File: config.mk
export PLATFORM = sky130hd
export DESIGN_NAME = fir_coeff_loader
export DESIGN_NICKNAME = d
export VERILOG_FILES = /design/src/rtl/fir_coeff_loader.sv
export SDC_FILE = /design/constraint.sdc
export NUM_CORES = 1
export LEC_CHECK = 0
export CORE_MARGIN = 2
export CORE_UTILIZATION = 50
export DETAILED_ROUTE_END_ITERATION = 8
export PLACE_DENSITY_LB_ADDON = 0.05
export RECOVER_POWER = 100
export SETUP_SLACK_MARGIN = 0.05
export SYNTH_ARGS = -nofsm -noshare
export SYNTH_HDL_FRONTEND = slang
export SYNTH_SLANG_ARGS = --single-unit
File: constraint.sdc
create_clock -name clk -period 2.3 [get_ports clk]
set_input_delay 0.23 -clock clk [delete_from_list [all_inputs] [get_ports clk]]
set_output_delay 0.23 -clock clk [all_outputs]
set_load 0.005 [all_outputs]
File: src/rtl/fir_coeff_loader.sv
// fir_coeff_loader: buffers FIR coefficients and streams them serially into the filter between computations
module fir_coeff_loader #(
  parameter int DataWidth = 12,
  parameter int NCoeffs = 5,
  localparam int AW = NCoeffs > 1 ? $clog2(NCoeffs) : 1,
  localparam int BW = DataWidth > 1 ? $clog2(DataWidth) : 1
) (
  input  logic                 clk,
  input  logic                 rst,
  input  logic                 wr_valid,
  output logic                 wr_ready,
  input  logic [AW-1:0]        wr_addr,
  input  logic [DataWidth-1:0] wr_data,
  output logic                 wr_err,
  input  logic                 commit,
  input  logic                 fir_active,
  output logic                 hold_start,
  output logic                 coeff_load_in,
  output logic                 coeff_in,
  output logic                 load_done
);
  localparam logic [1:0] IDLE = 2'd0, WAIT = 2'd1, SHIFT = 2'd2;
  logic [1:0] state_q, state_d;
  logic [DataWidth-1:0] buf_q [NCoeffs];
  logic [AW-1:0] idx_q, idx_d;
  logic [BW-1:0] bit_q, bit_d;
  logic rdy_q, err_q, done_q;
  logic wr_go, in_range, last;
  assign wr_go = wr_valid && wr_ready;
  assign in_range = 32'(wr_addr) < NCoeffs;
  assign last = bit_q == '0 && idx_q == '0;
  // rdy_q keeps wr_ready low through reset and the edge that releases it
  assign wr_ready = rdy_q && state_q == IDLE;
  assign wr_err = err_q;
  assign load_done = done_q;
  assign hold_start = state_q == WAIT || state_q == SHIFT;
  assign coeff_load_in = state_q == SHIFT;
  assign coeff_in = state_q == SHIFT && buf_q[idx_q][bit_q];
  always_comb begin
    state_d = (state_q == IDLE && commit) ? WAIT :
              (state_q == WAIT && !fir_active) ? SHIFT :
              ((state_q == SHIFT && last) || state_q == 2'd3) ? IDLE : state_q;
    idx_d = state_q == WAIT ? AW'(NCoeffs - 1) :
            (state_q == SHIFT && bit_q == '0) ? idx_q - 1'b1 : idx_q;
    bit_d = state_q == WAIT ? BW'(DataWidth - 1) :
            state_q == SHIFT ? (bit_q == '0 ? BW'(DataWidth - 1) : bit_q - 1'b1) : bit_q;
  end
  always_ff @(posedge clk) begin
    if (rst) begin
      state_q <= IDLE;
      idx_q <= '0;
      bit_q <= '0;
      rdy_q <= 1'b0;
      err_q <= 1'b0;
      done_q <= 1'b0;
      for (int i = 0; i < NCoeffs; i++) buf_q[i] <= '0;
    end else begin
      state_q <= state_d;
      idx_q <= idx_d;
      bit_q <= bit_d;
      rdy_q <= 1'b1;
      err_q <= wr_go && !in_range;
      done_q <= state_q == SHIFT && last;
      if (wr_go && in_range) buf_q[wr_addr] <= wr_data;
    end
  end
endmodule

==> impl_metrics.ini, run 1 <==
[outcome]
outcome = finished with violations
violations = negative setup slack

[worst_setup_path]
path_max_fanout = 8
cp_slowest_cell = or4b_4
path_buf_inv = 2
crit_start = idx_q[0]$_SDFFE_PP0P_
cp_common_cell = mux4_2
crit_path_max_incr_delay_ns = 0.49
cp-end-kind = primary output
critical_path_required_ns = 2.07
critical_path_arrival_ns = 2.44
cp-start-kind = register
crit_family = multiplexers
path_cells = buf_12, mux4_2, mux2i_1, mux4_2, or4b_4, o211ai_2, buf_2
path_class = reg -> out
rr_startpoint = state_q[0]$_SDFFE_PP0P_

[place]
dpl.cell_count = 492
post-dp-hpwl_um = 6490
dp_slack_ns = -0.390
routabilityCongestion = 0.903
portBuffers = 25

[clock_network]
clock-sinks = 108
path_clk_slew_ns = 0.11
cts_tree = done
clkLatencyLatePin_ns = 0.37
cts_buffer_depth = 2
numCtsBuffers = 9
clock_tree.root_cell = clkbuf_8
ctsHtreeMaxLevel = 3

[power]
p_leak_nw = 2.13
p_total_mw = 3.86
powerDensity_nw_per_um2 = 686
irDropWorstVdd_mv = 0.389

[timing]
relSlewSlack_pct = 48.5
fin_crit_ns = 2.67
clock.fmax_ghz = 0.375
fin_skew_ns = 0.0116
post-route-period-util_pct = 116
hold_viol = 0
setup_ws_ns = -0.366
slew_violations = 0
rsz0062_at_grt = true
setup_viol = 4
hold-worst-slack_ns = 0.485
max_slew.worst_pin.slew_ns = 0.773

[routing]
detail_route.iter0.violations = 128
totalWireLength_um = 10100
first_pass_iters = 4
remaining_drc_errors = 0
wire_per_inst_um = 19.8
vias = 2703
vias_per_cell = 5.31
ant_nets = 0

[final_layout]
nNetsFinal = 402
drive_above_1_share_pct = 14.5
area_growth_pct = 17.1
fin_cells = 509
n_antenna_cell = 0
final_core_util_pct = 60.6

[synth]
synth_area_leaders = edfxtp_1, mux4_1, and2_1
synth.most_common_cell = edfxtp_1
ys_seq_area_share_pct = 65.0
yosysTopAreaCell = edfxtp_1
ys_top_cells_by_count = edfxtp_1, and2_1, mux4_1, and3_1, dfxtp_1
avgSynthCellArea_sq_um = 16.2
ys_ff_latch = 108
netlist_instances = 297
synthFlopType = edfxtp_1
synth_edf_count = 96
yosysWarningCount = 0
mappedNetlistArea_sq_um = 4810
async_reset_ff_share_pct = 0
synth_top_area_share_pct = 60.0
synthDistinctLibCells = 42

[run]
drv_cap = 0

[floorplan]
fp-row-count = 35
fp.dieW_um = 102
start_util_pct = 51.8
die_y_um = 102
core_area_sq_um = 9280
io_pins = 26
dieArea_sq_um = 10400

[global_route]
grt_pass1_wl_um = 15600
grt_pass1_vias = 2732
grt_util_all_layers_pct = 21.4
antenna_found_initial = 0
grt_start_max_net_pins = 19
overflow = 0

[min_path]
hold_start = commit
holdCritPathClass = in -> reg
## sequential cells by signal, summed over array words and instances, names as in the netlist
register   count
bit_q          4
buf_q         96
idx_q          3
load_done      1
rdy_q          1
state_q        2
wr_err         1
## final timing paths
path	end	slack, ns	cells after the start
worst min register to register	state_q[1]$_SDFFE_PP0P_	0.55	2
worst min-delay path	state_q[1]$_SDFFE_PP0P_	0.48	2
worst max-delay path	coeff_in	-0.37	7
worst max register to register	buf_q[0][10]$_SDFFCE_PN0P_	0	7
## power breakdown
| part | leakage [nW] | switching, mW | total [mW] | internal, mW |
|---|---|---|---|---|
| Clock | 0.101 | 0.673 | 1.19 | 0.513 |
| Sequential | 1.07 | 0.0463 | 2.29 | 2.25 |
| Combinational | 0.964 | 0.206 | 0.383 | 0.177 |
## worst register-to-register path, delay by kind of cell, from the launching register on
family                   cells  cell delay (ns)
adder cells (fa/ha/maj)      1             0.21
AND/OR/NAND/NOR              2             0.36
buffers and inverters        3             0.88
flip-flops                   1             0.35
AO/OA/AOI/OAI                1             0.20
## per-stage QoR
stage	area [sq um]	TNS, ns
4_1_cts	5650	-0.436
6_report	5630	-0.371
3_5_place_dp	5450	-0.390
2_1_floorplan	4940	0
5_1_grt	5630	-3.40
3_3_place_gp	5450	-0.345
## what timing repair did
item,in CTS,in global routing
setup buffers,1,0
setup endpoints to repair,3,15
hold buffers,0,0
pin swaps,1,1
gates resized for setup,9,7
## cell families (layout without fill, tap and decap cells)
group / count (synthesis) / in the layout / share of synthesized area, %
adder cells (fa/ha/maj): 7 / 7 / 1.82
other: 1 / 36 / 0.0780
AND/OR/NAND/NOR: 103 / 103 / 12.6
XOR/XNOR: 2 / 2 / 0.365
buffers and inverters: 22 / 70 / 2.26
multiplexers: 36 / 36 / 15.1
flip-flops: 108 / 108 / 65.0
AO/OA/AOI/OAI: 18 / 18 / 2.79
## routing by layer
| layer | global-route usage [%] | wire length [um] | vias to the layer above |
|---|---|---|---|
| li1 | - | - | 1277 |
| met1 | 31.3 | 4660 | 1337 |
| met2 | 32.0 | 4560 | 72 |
| met3 | 4.86 | 630 | 17 |
| met4 | 7.90 | 221 | 0 |
| met5 | 0 | 0 | - |
## area by class of cell
cell class	count	area, sq um
fillers	753	3660
flip-flops and latches	108	3130
multi-input cells	202	1710
repair buffers	45	389
well taps	129	161
clock buffers	9	124
clock inverters	7	75.1
inverters	9	37.5
## layout by cell type, fill, tap and decap left out, drive strengths merged, types with 2 or more instances in the layout
master	count
edfxtp	96
and2	49
conb	36
mux4	25
dlygate4sd3	18
clkbuf	17
and3	13
buf	13
dfxtp	12
mux2i	11
inv	10
nor2	9
nand2	8
ha	7
clkdlybuf4s50	6
nor3	5
nand3	4
clkinv	4
nand4	3
a21oi	3
or2	3
o21ai	2
nand3b	2
a31oi	2
a211oi	2
nand2b	2
a311oi	2
xnor2	2
Note: power is estimated with default switching activity, not from simulation.
==> run 2: changes to the inputs <==
--- a/config.mk
+++ b/config.mk
@@ -5,9 +5,12 @@
 export SDC_FILE = /design/constraint.sdc
 export NUM_CORES = 1
 export LEC_CHECK = 0
+export ABC_AREA = 0
 export CORE_MARGIN = 2
 export CORE_UTILIZATION = 50
 export DETAILED_ROUTE_END_ITERATION = 8
+export GPL_ROUTABILITY_DRIVEN = 0
+export GPL_TIMING_DRIVEN = 0
 export PLACE_DENSITY_LB_ADDON = 0.05
 export RECOVER_POWER = 100
 export SETUP_SLACK_MARGIN = 0.05
==> impl_metrics.ini, run 2 (same netlist as run 1, synthesis figures left out) <==
[floorplan]
dieArea_sq_um = 10400
core_area_sq_um = 9280
fp.dieW_um = 102
io_pins = 26
start_util_pct = 51.8
fp-row-count = 35
die_y_um = 102

[final_layout]
drive_above_1_share_pct = 14.1
n_antenna_cell = 0
regMostFlops = buf_q
area_growth_pct = 16.6
layout_common_cells = edfxtp_1, and2_1, conb_1
nNetsFinal = 397
largest_reg_flops = 96
layout_commonest_cell = edfxtp_1
top_regs = buf_q (96), bit_q (4), idx_q (3)

[place]
post-dp-hpwl_um = 6380
portBuffers = 25

[timing]
relSlewSlack_pct = 59.9
hold-worst-slack_ns = 0.474
tns_ns = -0.496
slew_violations = 0
rsz0062_at_grt = true
setup_ws_ns = -0.496
clock.fmax_ghz = 0.358
hold_viol = 0
max_slew.worst_pin.slew_ns = 0.594
fin_skew_ns = 0.00818
post-route-period-util_pct = 122
setup_viol = 1
fin_crit_ns = 2.80

[worst_setup_path]
path_max_fanout = 8
cp_slowest_cell = mux4_2
path_cells = buf_8, buf_12, mux4_2, mux2i_1, mux4_2, or4b_4, o211ai_2, buf_2
path_class = reg -> out
cp-end-kind = primary output
critical_path_arrival_ns = 2.57
cp_common_cell = mux4_2
cp-start-kind = register
critical_path_required_ns = 2.07
crit_path_max_incr_delay_ns = 0.49

[routing]
detail_route.iter0.violations = 134
remaining_drc_errors = 0
totalWireLength_um = 9620
ant_nets = 0
vias = 2662
first_pass_iters = 4
wire_per_inst_um = 19.1
vias_per_cell = 5.28

[global_route]
antenna_found_initial = 0
grt_pass1_vias = 2799
grt_start_max_net_pins = 20
grt_util_all_layers_pct = 20.3
grt_pass1_wl_um = 15300
overflow = 0

[clock_network]
numCtsBuffers = 9
clock-sinks = 108
holdBufCountCts = 0
path_clk_slew_ns = 0.11
cts_buffer_depth = 2
cts_tree = done
clock_tree.root_cell = clkbuf_8
clkLatencyLatePin_ns = 0.37
ctsHtreeMaxLevel = 3

[outcome]
violations = negative setup slack
outcome = finished with violations

[min_path]
holdCritPathClass = in -> reg

[power]
powerDensity_nw_per_um2 = 673
irDropWorstVdd_mv = 0.354
p_leak_nw = 2.13

[run]
drv_cap = 0
==> run 2: changes by cell type in the layout (fill, tap and decap cells not counted), sizes merged <==
cell           delta
buf               -6
clkinv            -3
bufinv            -1
inv               +2
clkinvlp          +1
clkbuf            +2
dlygate4sd3       -2
clkdlybuf4s50     +2
==> run 2: final timing paths <==
kind	end	from	slack, ns	cells after the start
min reg2reg	state_q[1]$_SDFFE_PP0P_	state_q[1]$_SDFFE_PP0P_	0.54	2
max reg2reg	buf_q[0][4]$_SDFFCE_PN0P_	state_q[1]$_SDFFE_PP0P_	0.07	6
min	state_q[1]$_SDFFE_PP0P_	commit	0.47	2
max	coeff_in	idx_q[0]$_SDFFE_PP0P_	-0.50	8
==> run 2: per-layer routing <==
layer	up-vias	global-route usage, %	part of all wire, %
met1	1323	28.0	44
met5	-	0	0
met3	6	4.58	4.9
met2	66	33.7	50
met4	0	4.10	0.85
li1	1267	-	-
==> run 2: worst max-delay path: cells and delay by family, from the launching register on <==
kind | cells | cell delay [ns]
AO/OA/AOI/OAI | 1 | 0.07
buffers and inverters | 3 | 0.40
flip-flops | 1 | 0.34
multiplexers | 3 | 0.89
AND/OR/NAND/NOR | 1 | 0.49
==> run 2: final cells by class <==
class | instances | area, sq um
Clock inverter | 6 | 56.3
Clock buffer | 10 | 128
Sequential cell | 108 | 3130
Multi-Input combinational cell | 202 | 1750
Inverter | 9 | 35.0
Buffer | 12 | 83.8
Tap cell | 129 | 161
Timing Repair Buffer | 28 | 268
Fill cell | 742 | 3680
==> run 2: timing repair <==
| action | 4_1_cts | 5_1_grt |
|---|---|---|
| resized for setup | 18 | 11 |
| endpoints found under the hold margin | 0 | 0 |
| endpoints found under the setup margin | 57 | 94 |
| setup buffers | 2 | 1 |
| pin swaps | 1 | 1 |
==> run 2: power by group <==
part | leakage (nW) | internal (mW) | switching, mW
clock network | 0.0913 | 0.420 | 0.680
logic | 0.975 | 0.172 | 0.210
registers | 1.07 | 2.24 | 0.0435
==> run 2: through the flow <==
| step | instances | power [mW] | utilization, % | setup slack, ns | instance area, sq um |
|---|---|---|---|---|---|
| 2_1_floorplan | 332 | 2.54 | - | 0.148 | 4940 |
| 3_3_place_gp | 486 | 2.69 | 57.6 | -0.601 | 5350 |
| 3_5_place_dp | 486 | 2.71 | 57.6 | -0.682 | 5350 |
| 4_1_cts | 504 | 3.79 | 60.1 | -0.555 | 5580 |
| 5_1_grt | 504 | 3.91 | 60.4 | -0.563 | 5600 |
| 6_report | 504 | 3.77 | 60.4 | -0.496 | 5600 |
